`config.mk`:
```
export PLATFORM = sky130hd
export DESIGN_NAME = mem_stage
export DESIGN_NICKNAME = d
export VERILOG_FILES = /design/src/rtl/mem_stage_pkg.sv /design/src/rtl/mem_stage_mem_wb_reg.sv /design/src/rtl/mem_stage.sv
export SDC_FILE = /design/constraint.sdc
export NUM_CORES = 1
export LEC_CHECK = 0
export BUFFER_PORTS_ARGS = -buffer_cell sky130_fd_sc_hd__buf_2
export CORE_MARGIN = 3
export CORE_UTILIZATION = 30
export CTS_CLUSTER_DIAMETER = 120
export CTS_CLUSTER_SIZE = 28
export DETAILED_ROUTE_END_ITERATION = 6
export HOLD_SLACK_MARGIN = 0.02
export PLACE_DENSITY = 0.63
export SYNTH_ARGS = -nofsm -noshare
export SYNTH_HDL_FRONTEND = slang
export SYNTH_SLANG_ARGS = --single-unit
export TNS_END_PERCENT = 50
```
`constraint.sdc`:
```
create_clock -name clk -period 1.9 [get_ports clk]
set_input_delay 0.095 -clock clk [delete_from_list [all_inputs] [get_ports clk]]
set_output_delay 0.095 -clock clk [all_outputs]
set_load 0.05 [all_outputs]
```
`src/rtl/mem_stage_pkg.sv`:
```
`default_nettype none
// ============================================================================
//  Module      : mem_stage_pkg
//  Description : Shared constants for the memory stage: write-back mux
//                select encoding and memory-stage FSM state encoding.
//  Revision    : 1.0 - initial release
// ============================================================================
package mem_stage_pkg;

    // Write-back result select, consumed by the write-back stage
    localparam logic [1:0] WD_ALU  = 2'd0;
    localparam logic [1:0] WD_MEM  = 2'd1;
    localparam logic [1:0] WD_COND = 2'd2;  // condition result rides on the ALU field
    localparam logic [1:0] WD_PC2  = 2'd3;

    // Memory-stage FSM states
    localparam logic [0:0] MS_IDLE = 1'b0;
    localparam logic [0:0] MS_WAIT = 1'b1;

endpackage
`default_nettype wire

```
`src/rtl/mem_stage_mem_wb_reg.sv`:
```
`default_nettype none
// ============================================================================
//  Module      : dff / mem_wb_reg
//  Description : dff is the basic enabled register cell with synchronous
//                reset. mem_wb_reg is the MEM/WB pipeline register: data
//                fields load only when the stage advances, control fields
//                load a bubble (all zero) while the stage is stalled.
//  Revision    : 1.0 - initial release
// ============================================================================
module dff #(
    parameter int WIDTH = 1
) (
    input  logic             clk,
    input  logic             rst,
    input  logic             i_en,
    input  logic [WIDTH-1:0] i_d,
    output logic [WIDTH-1:0] o_q
);

    // Enabled register with synchronous clear
    always_ff @(posedge clk) begin
        if (rst)       o_q <= '0;
        else if (i_en) o_q <= i_d;
    end

endmodule

module mem_wb_reg #(
    parameter int WIDTH = 16
) (
    input  logic             clk,
    input  logic             rst,
    input  logic             i_advance,
    input  logic             i_valid,
    input  logic [WIDTH-1:0] i_alu,
    input  logic [WIDTH-1:0] i_mem,
    input  logic [WIDTH-1:0] i_pc_plus2,
    input  logic [2:0]       i_wa,
    input  logic [1:0]       i_wd_sel,
    input  logic             i_reg_wr,
    input  logic             i_halt,
    input  logic             i_err,
    output logic             o_valid,
    output logic [WIDTH-1:0] o_alu,
    output logic [WIDTH-1:0] o_mem,
    output logic [WIDTH-1:0] o_pc_plus2,
    output logic [2:0]       o_wa,
    output logic [1:0]       o_wd_sel,
    output logic             o_reg_wr,
    output logic             o_halt,
    output logic             o_err
);

    localparam int c_DATA_W = 3 * WIDTH + 3 + 2;

    logic [3:0]          w_ctrl_d;
    logic [3:0]          w_ctrl_q;
    logic [c_DATA_W-1:0] w_data_q;

    // Control bits are written every cycle so a stall inserts a bubble
    assign w_ctrl_d = i_advance ? {i_valid, i_reg_wr, i_halt, i_err} : 4'b0000;

    dff #(.WIDTH(4)) u_ctrl (
        .clk  (clk),
        .rst  (rst),
        .i_en (1'b1),
        .i_d  (w_ctrl_d),
        .o_q  (w_ctrl_q)
    );

    // Data fields simply hold while stalled
    dff #(.WIDTH(c_DATA_W)) u_data (
        .clk  (clk),
        .rst  (rst),
        .i_en (i_advance),
        .i_d  ({i_alu, i_mem, i_pc_plus2, i_wa, i_wd_sel}),
        .o_q  (w_data_q)
    );

    assign {o_valid, o_reg_wr, o_halt, o_err}           = w_ctrl_q;
    assign {o_alu, o_mem, o_pc_plus2, o_wa, o_wd_sel}   = w_data_q;

endmodule
`default_nettype wire

```
`src/rtl/mem_stage.sv`:
```
`default_nettype none
// ============================================================================
//  Module      : mem_stage
//  Description : Memory stage of the 16-bit pipeline. Issues word loads and
//                stores to a multi-cycle data memory (stall/done handshake),
//                stalls upstream until the access completes, and feeds the
//                MEM/WB register. Misaligned accesses are flagged, not issued.
//  Revision    : 1.0 - initial release
// ============================================================================
module mem_stage
    import mem_stage_pkg::*;
#(
    parameter int WIDTH = 16
) (
    input  logic             clk,
    input  logic             rst,
    input  logic             valid_in,
    input  logic [WIDTH-1:0] alu_in,
    input  logic [WIDTH-1:0] st_data_in,
    input  logic             mem_rd_in,
    input  logic             mem_wr_in,
    input  logic [WIDTH-1:0] pc_plus2_in,
    input  logic [2:0]       wa_in,
    input  logic [1:0]       wd_sel_in,
    input  logic             reg_wr_in,
    input  logic             halt_in,
    output logic [WIDTH-1:0] dm_addr,
    output logic [WIDTH-1:0] dm_wdata,
    output logic             dm_en,
    output logic             dm_wr,
    input  logic [WIDTH-1:0] dm_rdata,
    input  logic             dm_stall,
    input  logic             dm_done,
    output logic             stall_out,
    output logic             valid_out,
    output logic [WIDTH-1:0] alu_out,
    output logic [WIDTH-1:0] mem_out,
    output logic [WIDTH-1:0] pc_plus2_out,
    output logic [2:0]       wa_out,
    output logic [1:0]       wd_sel_out,
    output logic             reg_wr_out,
    output logic             halt_out,
    output logic             err_out
);

    logic [0:0]       r_state;
    logic [0:0]       w_state_nxt;
    logic             w_memop;
    logic             w_misal;
    logic             w_req;
    logic [WIDTH-1:0] w_mem_d;

    assign w_memop = valid_in & (mem_rd_in | mem_wr_in);
    assign w_misal = w_memop & alu_in[0];
    assign w_req   = w_memop & ~w_misal;

    // State register; reset abandons any outstanding access
    always_ff @(posedge clk) begin
        if (rst) r_state <= MS_IDLE;
        else     r_state <= w_state_nxt;
    end

    // Next state, request strobe and upstream stall
    always_comb begin
        w_state_nxt = r_state;
        dm_en       = 1'b0;
        stall_out   = 1'b0;
        case (r_state)
            MS_IDLE: begin
                if (w_req) begin
                    dm_en = 1'b1;
                    if (dm_stall) begin
                        stall_out = 1'b1;           // refused, re-issue next cycle
                    end else if (!dm_done) begin
                        stall_out   = 1'b1;         // accepted, data not ready
                        w_state_nxt = MS_WAIT;
                    end
                end
            end
            MS_WAIT: begin
                stall_out = ~dm_done;
                if (dm_done) w_state_nxt = MS_IDLE;
            end
            default: w_state_nxt = MS_IDLE;
        endcase
        if (rst) begin
            dm_en     = 1'b0;
            stall_out = 1'b0;
        end
    end

    assign dm_addr  = alu_in;
    assign dm_wdata = st_data_in;
    assign dm_wr    = dm_en & mem_wr_in;

    // Load data is only meaningful on the cycle a load completes
    assign w_mem_d = (mem_rd_in & w_req) ? dm_rdata : '0;

    mem_wb_reg #(.WIDTH(WIDTH)) u_mem_wb (
        .clk        (clk),
        .rst        (rst),
        .i_advance  (~stall_out),
        .i_valid    (valid_in),
        .i_alu      (alu_in),
        .i_mem      (w_mem_d),
        .i_pc_plus2 (pc_plus2_in),
        .i_wa       (wa_in),
        .i_wd_sel   (wd_sel_in),
        .i_reg_wr   (reg_wr_in & ~w_misal),
        .i_halt     (halt_in | w_misal),
        .i_err      (w_misal),
        .o_valid    (valid_out),
        .o_alu      (alu_out),
        .o_mem      (mem_out),
        .o_pc_plus2 (pc_plus2_out),
        .o_wa       (wa_out),
        .o_wd_sel   (wd_sel_out),
        .o_reg_wr   (reg_wr_out),
        .o_halt     (halt_out),
        .o_err      (err_out)
    );

endmodule
`default_nettype wire
```
==> impl_metrics.toml, run 1 <==
[synthesis]
synth_nets = 364
yosys_warnings = 0
synthCells = 286
ys.flop_type = "dfxtp_1"
yosysMostFrequentCell = "nand2b_1"
synth.cell_area_um2 = 2800
synth_top_area_cell = "dfxtp_1"
ys_top_cells_by_area = "dfxtp_1 42%, nand2b_1 20%, mux2i_1 19%, buf_4 9.4%, nand2_1 2.3%"
synth_top_area_share = 0.415
synth_common_cells = "91 x nand2b_1, 58 x dfxtp_1, 53 x mux2i_1, 35 x buf_4, 17 x nand2_1"
synth.distinct_cells = 19
ys_seq_elements = 58
syn_area_per_cell_um2 = 9.77
yosysSeqAreaShare = 0.415
synth_edf_count = 0
synthArstFlopShare = 0

[clock_network]
clk_path_buf_depth = 2
postCtsSetupRepairBufs = 0
clock_sinks = 58
postCtsHoldBufs = 38
clk_pin_slew_worst_paths_ns = 0.06
cts_tree = "built"
clock_latency_ns = 0.32
cts-resized-gates = 0
cts-root-buf = "clkbuf_8"
h-tree-depth = 3
cts_made_buffers = 9

[global_route]
grt_first_pass_wirelength_um = 10400
grt_start_max_net_pins = 60
grt_pass1_vias = 2287
grt.overflow.total = 0
grt_usage = 0.127
antenna_found_initial = 0

[final_layout]
antenna_cells = 0
layout.nets = 508
area_growth_pct = 40.4
fill_cells = 860
utilization = 0.441
layout-drive-gt1-share = 0.376
finish.instance_area_um2 = 3920

[timing]
fmax_ghz = 0.592
hold_viol = 0
skew_ns = 0.00551
rsz0062_at_grt = "false"
timing.slew.headroom = 0.728
maxSlewViolCount = 0
worstMarginPinSlew_ns = 0.409
period_needed_ns = 1.69
tns_ns = 0
setup_viol = 0
min_period_over_period = 0.889

[floorplanning]
rows = 34
io_pins = 170
coreArea_um2 = 8890
initial_core_util = 0.314
die_w_um = 103
die_area_um2 = 10500
die_y_um = 103

[power_and_ir_drop]
sw_frac_of_total = 0.318
p_per_area_nw_per_um2 = 779
p_comb_frac = 0.246
power.leakage_nw = 1.77
clockPowerShare = 0.323
switchingPower_w = 0.000973
ir_drop_v = 0.000325
seqPwrFrac = 0.431
internal_power_w = 0.00208

[routing]
wl_um = 6770
final_antenna_net_count = 0
drcViolationCount = 0
avgViaCountPerCell = 4.26
firstDrtPassIters = 4
routedWlPerCell_um = 12.5
vias = 2310
first_iter_violations = 59

[worst_setup_path]
cp.required_ns = 1.80
path_class = "flip-flop to output pin"
endpoint_kind = "output pin"
cp.arrival_ns = 1.59
worstPathMaxFanout = 5
worstSetupStartpointType = "flip-flop"

[run]
maxCapViolations = 0

[place]
port_buffers = 137
dp_hpwl_um = 4620
place_congestion = 0.688
place_area_um2 = 3360

[run_status]
status = "complete, no violations"

[hold_path]
hp-class = "input port to flip-flop"
==> cell type report <==
cell class	count	area, um2	area share
Clock inverter	3	15.0	0.00383
Multi-Input combinational cell	178	1320	0.335
Sequential cell	58	1160	0.296
Tap cell	108	135	0.0344
Timing Repair Buffer	183	1140	0.291
Clock buffer	12	155	0.0395
==> cells in the final DEF (no fill, tap or decap), types with 2 or more instances in the layout <==
master         instances
buf_4                  6
mux2i_1               53
nor2b_1                2
dlygate4sd3_1         39
buf_2                137
nor3_1                 5
clkinv_2               3
clkbuf_8              11
dfxtp_1               58
nand2_1               17
nand2b_1              91
nor2_1                 2
==> path summary, 6_finish.rpt <==
path | from | endpoint | slack, ns | depth (start not counted)
setup / recovery | r_state | stall_out | 0.21 | 4
hold / removal | wd_sel_in[1] | u_mem_wb.u_data.o_q[1] | 0.04 | 3
setup reg to reg | r_state | u_mem_wb.u_data.o_q[14] | 0.48 | 4
hold reg to reg | u_mem_wb.u_data.o_q[33] | u_mem_wb.u_data.o_q[33] | 0.47 | 2
==> metal layers <==
layer  vias up  routed length [um]  share of wire  global-route usage
met5         -                   0              0                   0
met4         0                 101          0.015              0.0555
met3         8                 575          0.085              0.0487
met2        98                3300           0.49               0.217
met1      1033                2800           0.41               0.139
li1       1171                   -              -                   -
==> per-stage QoR <==
| step | total power [W] | setup slack [ns] | hold slack (ns) | cells |
|---|---|---|---|---|
| 3_5_place_dp | 0.00204 | 0.469 | 0.190 | 488 |
| 5_1_grt | 0.00322 | 0.0990 | 0.0227 | 542 |
| 4_1_cts | 0.00312 | 0.169 | 0.0211 | 541 |
| 6_report | 0.00306 | 0.211 | 0.0360 | 542 |
| 2_1_floorplan | 0.00196 | 0.163 | 0.172 | 286 |
| 3_3_place_gp | 0.00203 | 0.503 | 0.190 | 488 |
==> cells by family after synthesis <==
logic type,after synthesis,share of synthesized area
and+or+nand+nor,123,0.264
DFF,58,0.415
muxes,53,0.190
buffers and inverters,50,0.123
AOI/OAI and AO/OA,2,0.00806
==> power groups by stage <==
stage / Combinational, W / Sequential (W) / Clock, W
3_3_place_gp: 0.000689 / 0.00134 / 0
2_1_floorplan: 0.000385 / 0.00158 / 0
3_5_place_dp: 0.000696 / 0.00134 / 0
5_1_grt: 0.000800 / 0.00132 / 0.00110
6_report: 0.000751 / 0.00132 / 0.000989
4_1_cts: 0.000756 / 0.00132 / 0.00105
==> critical path: stages, from the launching register on <==
cell	delay [ns]
dfxtp_1	0.37
nand2b_1	0.20
a2bb2oi_4	0.25
nor2b_1	0.17
buf_2	0.28
==> registers in the layout, summed over array words and instances, names as in the netlist <==
register,count
r_state,1
u_mem_wb.u_ctrl.o_q,4
u_mem_wb.u_data.o_q,53
No activity file was read; power rests on OpenSTA's default activity.
==> run 2, diff against run 1 <==
--- a/config.mk
+++ b/config.mk
@@ -6,7 +6,6 @@
 export NUM_CORES = 1
 export LEC_CHECK = 0
 export BUFFER_PORTS_ARGS = -buffer_cell sky130_fd_sc_hd__buf_2
-export CORE_MARGIN = 3
 export CORE_UTILIZATION = 30
 export CTS_CLUSTER_DIAMETER = 120
 export CTS_CLUSTER_SIZE = 28
==> run 2 against run 1 <==
The flow now finishes with violations (DRC). Routed wire length fell by 0.78%. Sequential cell count did not move. First-iteration DRC count rose by 32%. Critical path depth did not move. Fmax rose by 0.56%. Critical path type unchanged. Critical endpoint unchanged. Largest power group unchanged.
==> impl_metrics.toml, run 2 (same netlist as run 1, synthesis figures left out) <==
[worst_setup_path]
cp.arrival_ns = 1.58
r2r-start = "r_state"
cp.required_ns = 1.80
worstSetupStartpointType = "flip-flop"
rrSetupSlack_ns = 0.52
cp_slowest_cell = "dfxtp_1"
path_class = "flip-flop to output pin"
worstRegToRegCells = 4
cp_slowest_stage_delay_ns = 0.37
worstPathMaxFanout = 4
endpoint_kind = "output pin"
crit_chain = "nand2b_1 > a2bb2oi_4 > nor2b_1 > buf_2"
reg2reg_to = "u_mem_wb.u_data.o_q[27]"

[place]
dp_cells = 487
dp_hpwl_um = 4460
port_buffers = 137
place_congestion = 0.722

[global_route]
grt_pass1_vias = 2508
grt_first_pass_wirelength_um = 11000
grt.overflow.total = 0
grt_start_max_net_pins = 70
antenna_found_initial = 0
grt_usage = 0.141

[routing]
wl_um = 6720
firstDrtPassIters = 7
final_antenna_net_count = 0
first_iter_violations = 78
vias = 2376
drcViolationCount = 10
avgViaCountPerCell = 4.29
routedWlPerCell_um = 12.1

[hold_path]
holdPathStages = 3
hold_start = "alu_in[1]"
hold_path_end = "u_mem_wb.u_data.o_q[38]"
hp-class = "input port to flip-flop"

[floorplanning]
coreArea_um2 = 8890
rows = 34
initial_core_util = 0.314
die_y_um = 98.5
die_area_um2 = 9710
die_w_um = 98.5
io_pins = 170

[clock_network]
h-tree-depth = 3
cts_tree = "built"
cts_made_buffers = 9
clk_pin_slew_worst_paths_ns = 0.07
clock_sinks = 58
postCtsSetupRepairBufs = 0
clock_latency_ns = 0.33
clk_path_buf_depth = 2
cts-root-buf = "clkbuf_8"

[final_layout]
layout.nets = 519
layout-drive-gt1-share = 0.368
fill_cells = 846
final_cell_mix = "137 x buf_2, 91 x nand2b_1, 58 x dfxtp_1"
top_register = "u_mem_wb.u_data.o_q"
fin_cells = 554
top_regs = "u_mem_wb.u_data.o_q (53), u_mem_wb.u_ctrl.o_q (4), r_state (1)"
area_growth_pct = 45.7
layout_commonest_cell = "buf_2"
largest_register_ffs = 53
antenna_cells = 0

[run_status]
violations = "DRC"
status = "complete, but fails checks"

[timing]
hold_viol = 0
setup_viol = 0
min_period_over_period = 0.884
rsz0062_at_grt = "false"
fmax_ghz = 0.595
tns_ns = 0
period_needed_ns = 1.68
maxSlewViolCount = 0
worstMarginPinSlew_ns = 0.469
skew_ns = 0.0108
timing.slew.headroom = 0.688

[power_and_ir_drop]
p_per_area_nw_per_um2 = 787
ir_drop_v = 0.000353
power.leakage_nw = 1.81
power_w = 0.00320

[run]
maxCapViolations = 0
-- run 2: cell count changes in the layout (fill, tap and decap cells not counted), sizes merged --
cell         delta
buf             -1
clkinv          -1
clkbuf          -3
dlygate4sd3    +12
bufinv          +1
clkinvlp        +4
-- run 2: worst max-delay path by stage --
| stage | slack, ns | from | to |
|---|---|---|---|
| CTS | 0.19 | r_state | stall_out |
| finish | 0.22 | r_state | stall_out |
| global route | 0.13 | r_state | stall_out |
| detailed placement | 0.51 | r_state | u_mem_wb.u_data.o_q[27] |
| floorplan | 0.16 | rst | dm_wr |
| global placement | 0.58 | r_state | stall_out |
-- run 2: timing repair --
item,in CTS,in global routing
hold endpoints to repair,51,0
hold buffers,51,0
resized for setup,0,0
-- run 2: layer usage --
metal | vias up | part of all wire | global-route usage | wire length [um]
li1 | 1190 | - | - | -
met1 | 1075 | 0.44 | 0.158 | 2930
met2 | 100 | 0.48 | 0.248 | 3230
met3 | 11 | 0.068 | 0.0404 | 460
met4 | 0 | 0.014 | 0.0620 | 97
met5 | - | 0 | 0 | 0
-- run 2: per-stage QoR --
step / hold slack [ns] / worst slack [ns] / utilization / instance area, um2
2_1_floorplan: 0.172 / 0.163 / - / 2810
3_3_place_gp: 0.190 / 0.578 / 0.379 / 3370
3_5_place_dp: 0.190 / 0.510 / 0.379 / 3370
4_1_cts: 0.0205 / 0.191 / 0.458 / 4070
5_1_grt: 0.0240 / 0.130 / 0.458 / 4070
6_report: 0.0399 / 0.220 / 0.458 / 4070
-- run 2: layout make-up --
cell class	instances	area (um2)	share of cell area
clock inverter	7	70.1	0.0172
clock buffer	9	124	0.0304
tap	108	135	0.0332
multi-input combinational	178	1320	0.323
sequential	58	1160	0.285
timing repair buffer	194	1270	0.311
-- run 2: critical path: cells and delay by family (launching register included) --
kind,cells,cell delay [ns]
AND/OR/NAND/NOR,2,0.37
buffers and inverters,1,0.27
AO/OA/AOI/OAI,1,0.24
flip-flops,1,0.37
-- run 2: where the power goes --
part	switching, W	internal (W)	leakage, nW
Clock	0.000516	0.000600	0.0873
Sequential	0.0000322	0.00128	0.478
Combinational	0.000487	0.000286	1.25
==> run 3, diff against run 2 <==
==> constraint.sdc (replaced) <==
create_clock -name clk -period 1.9 [get_ports clk]
set_input_delay 0.095 -clock clk [delete_from_list [all_inputs] [get_ports clk]]
set_output_delay 0.095 -clock clk [all_outputs]
set_load 0.005 [all_outputs]
==> run 3 against run 2 <==
The run still ends with DRC left. Worst hold slack is essentially flat. Sequential power about the same. Fmax increased by 2.9%. Combinational power down 38%. Clock power grew 11%. Critical path type unchanged.
==> impl_metrics.toml, run 3 (same netlist as run 1, synthesis figures left out) <==
[timing]
skew_ns = 0.00614
hold_viol = 0
period_needed_ns = 1.63
timing.slew.headroom = 0.750
min_period_over_period = 0.859
tns_ns = 0
setup_viol = 0
fmax_ghz = 0.613
maxSlewViolCount = 0
rsz0062_at_grt = "false"
worstMarginPinSlew_ns = 0.375

[floorplanning]
io_pins = 170
coreArea_um2 = 8890
initial_core_util = 0.314
die_w_um = 98.5
die_area_um2 = 9710
die_y_um = 98.5
rows = 34

[clock_network]
clk_pin_slew_worst_paths_ns = 0.07
clk_path_buf_depth = 2
h-tree-depth = 3
cts_made_buffers = 9
cts_tree = "built"
clock_sinks = 58
clock_latency_ns = 0.33
cts-root-buf = "clkbuf_8"

[final_layout]
area_growth_pct = 47.5
top_regs = "u_mem_wb.u_data.o_q (53), u_mem_wb.u_ctrl.o_q (4), r_state (1)"
layout_commonest_cell = "buf_2"
layout.nets = 524
final_cell_mix = "137 x buf_2, 91 x nand2b_1, 58 x dfxtp_1"
fill_cells = 871
top_register = "u_mem_wb.u_data.o_q"
layout-drive-gt1-share = 0.368
antenna_cells = 0
largest_register_ffs = 53
fin_cells = 559

[worst_setup_path]
path_buf_inv = 2
cp.required_ns = 1.80
cp_slowest_stage_delay_ns = 0.36
worst-path-stages = 5
cp_slowest_cell = "dfxtp_1"
worstPathMaxFanout = 13
endpoint_kind = "output pin"
crit_family = "flip-flops"
worstRegToRegCells = 5
crit_chain = "nand2b_1 > a2bb2oi_4 > buf_12 > nor2b_1 > buf_2"
cp.arrival_ns = 1.54
worstSetupStartpointType = "flip-flop"
path_class = "flip-flop to output pin"

[place]
port_buffers = 137
dp_cells = 489
dp_hpwl_um = 4200
place_congestion = 0.754

[routing]
vias = 2390
first_iter_violations = 40
drcViolationCount = 9
firstDrtPassIters = 6
final_antenna_net_count = 0
wl_um = 6680
routedWlPerCell_um = 11.9
avgViaCountPerCell = 4.28

[power_and_ir_drop]
ir_drop_v = 0.000276
p_per_area_nw_per_um2 = 736
power.leakage_nw = 1.85
power_w = 0.00304

[global_route]
antenna_found_initial = 0
top_usage_layer = "met2"
grt.overflow.total = 0
grt_pass1_vias = 2442
grt_usage = 0.141
met1_usage = 0.152
grt_use_met3 = 0.0362
grt_start_max_net_pins = 57
grt_use_met2 = 0.256
grt_first_pass_wirelength_um = 10900

[run]
maxCapViolations = 0

[hold_path]
hp-class = "input port to flip-flop"
holdPathStages = 3

[run_status]
violations = "DRC"
status = "complete, but fails checks"
run 3: cell types whose count changed in the layout (fill, tap and decap cells not counted), sizes merged:
cell / delta
dlygate4sd3: +2
clkinvlp: -2
buf: +3
bufinv: +1
clkinv: +1
run 3: area by class of cell:
class / instances / area, um2 / area share
clock buffers: 9 / 124 / 0.0300
clock inverters: 7 / 93.8 / 0.0228
multi-input cells: 178 / 1300 / 0.316
flip-flops and latches: 58 / 1160 / 0.282
well taps: 108 / 135 / 0.0328
repair buffers: 199 / 1310 / 0.317
run 3: power by group:
group	internal, W	switching, W	total, W
clock network	0.000735	0.000505	0.00124
logic	0.000290	0.000190	0.000480
registers	0.00128	0.0000322	0.00132
run 3: worst paths after layout:
path | from | end | slack, ns
max | r_state | stall_out | 0.27
min | pc_plus2_in[8] | u_mem_wb.u_data.o_q[13] | 0.04
max reg2reg | r_state | u_mem_wb.u_data.o_q[11] | 0.35
min reg2reg | u_mem_wb.u_data.o_q[16] | u_mem_wb.u_data.o_q[16] | 0.47
run 3: worst register-to-register path, stage by stage (launching register included):
cell and delay, ns:
dfxtp_1 0.36, nand2b_1 0.20, a2bb2oi_4 0.20, buf_4 0.24, buf_12 0.25, mux2i_1 0.23
run 3: per-layer routing:
metal,vias up,routed length [um]
met5,-,0
met1,1078,2810
met3,15,384
met2,90,3330
met4,0,148
li1,1207,-
run 3: timing repair:
| action | in CTS | in global routing |
|---|---|---|
| gates resized for setup | 0 | 0 |
| hold endpoints to repair | 53 | 0 |
| hold buffers | 53 | 0 |
| buffers inserted | 1 | 0 |
| setup endpoints to repair | 1 | 0 |
run 3: through the flow:
| step | hold WS, ns | setup slack (ns) | cell area (um2) | util |
|---|---|---|---|---|
| 2_1_floorplan | 0.172 | 0.663 | 2800 | - |
| 3_3_place_gp | 0.190 | 0.411 | 3370 | 0.379 |
| 3_5_place_dp | 0.190 | 0.321 | 3370 | 0.379 |
| 4_1_cts | 0.0202 | 0.273 | 4120 | 0.464 |
| 5_1_grt | 0.0294 | 0.167 | 4120 | 0.464 |
| 6_report | 0.0403 | 0.268 | 4120 | 0.464 |
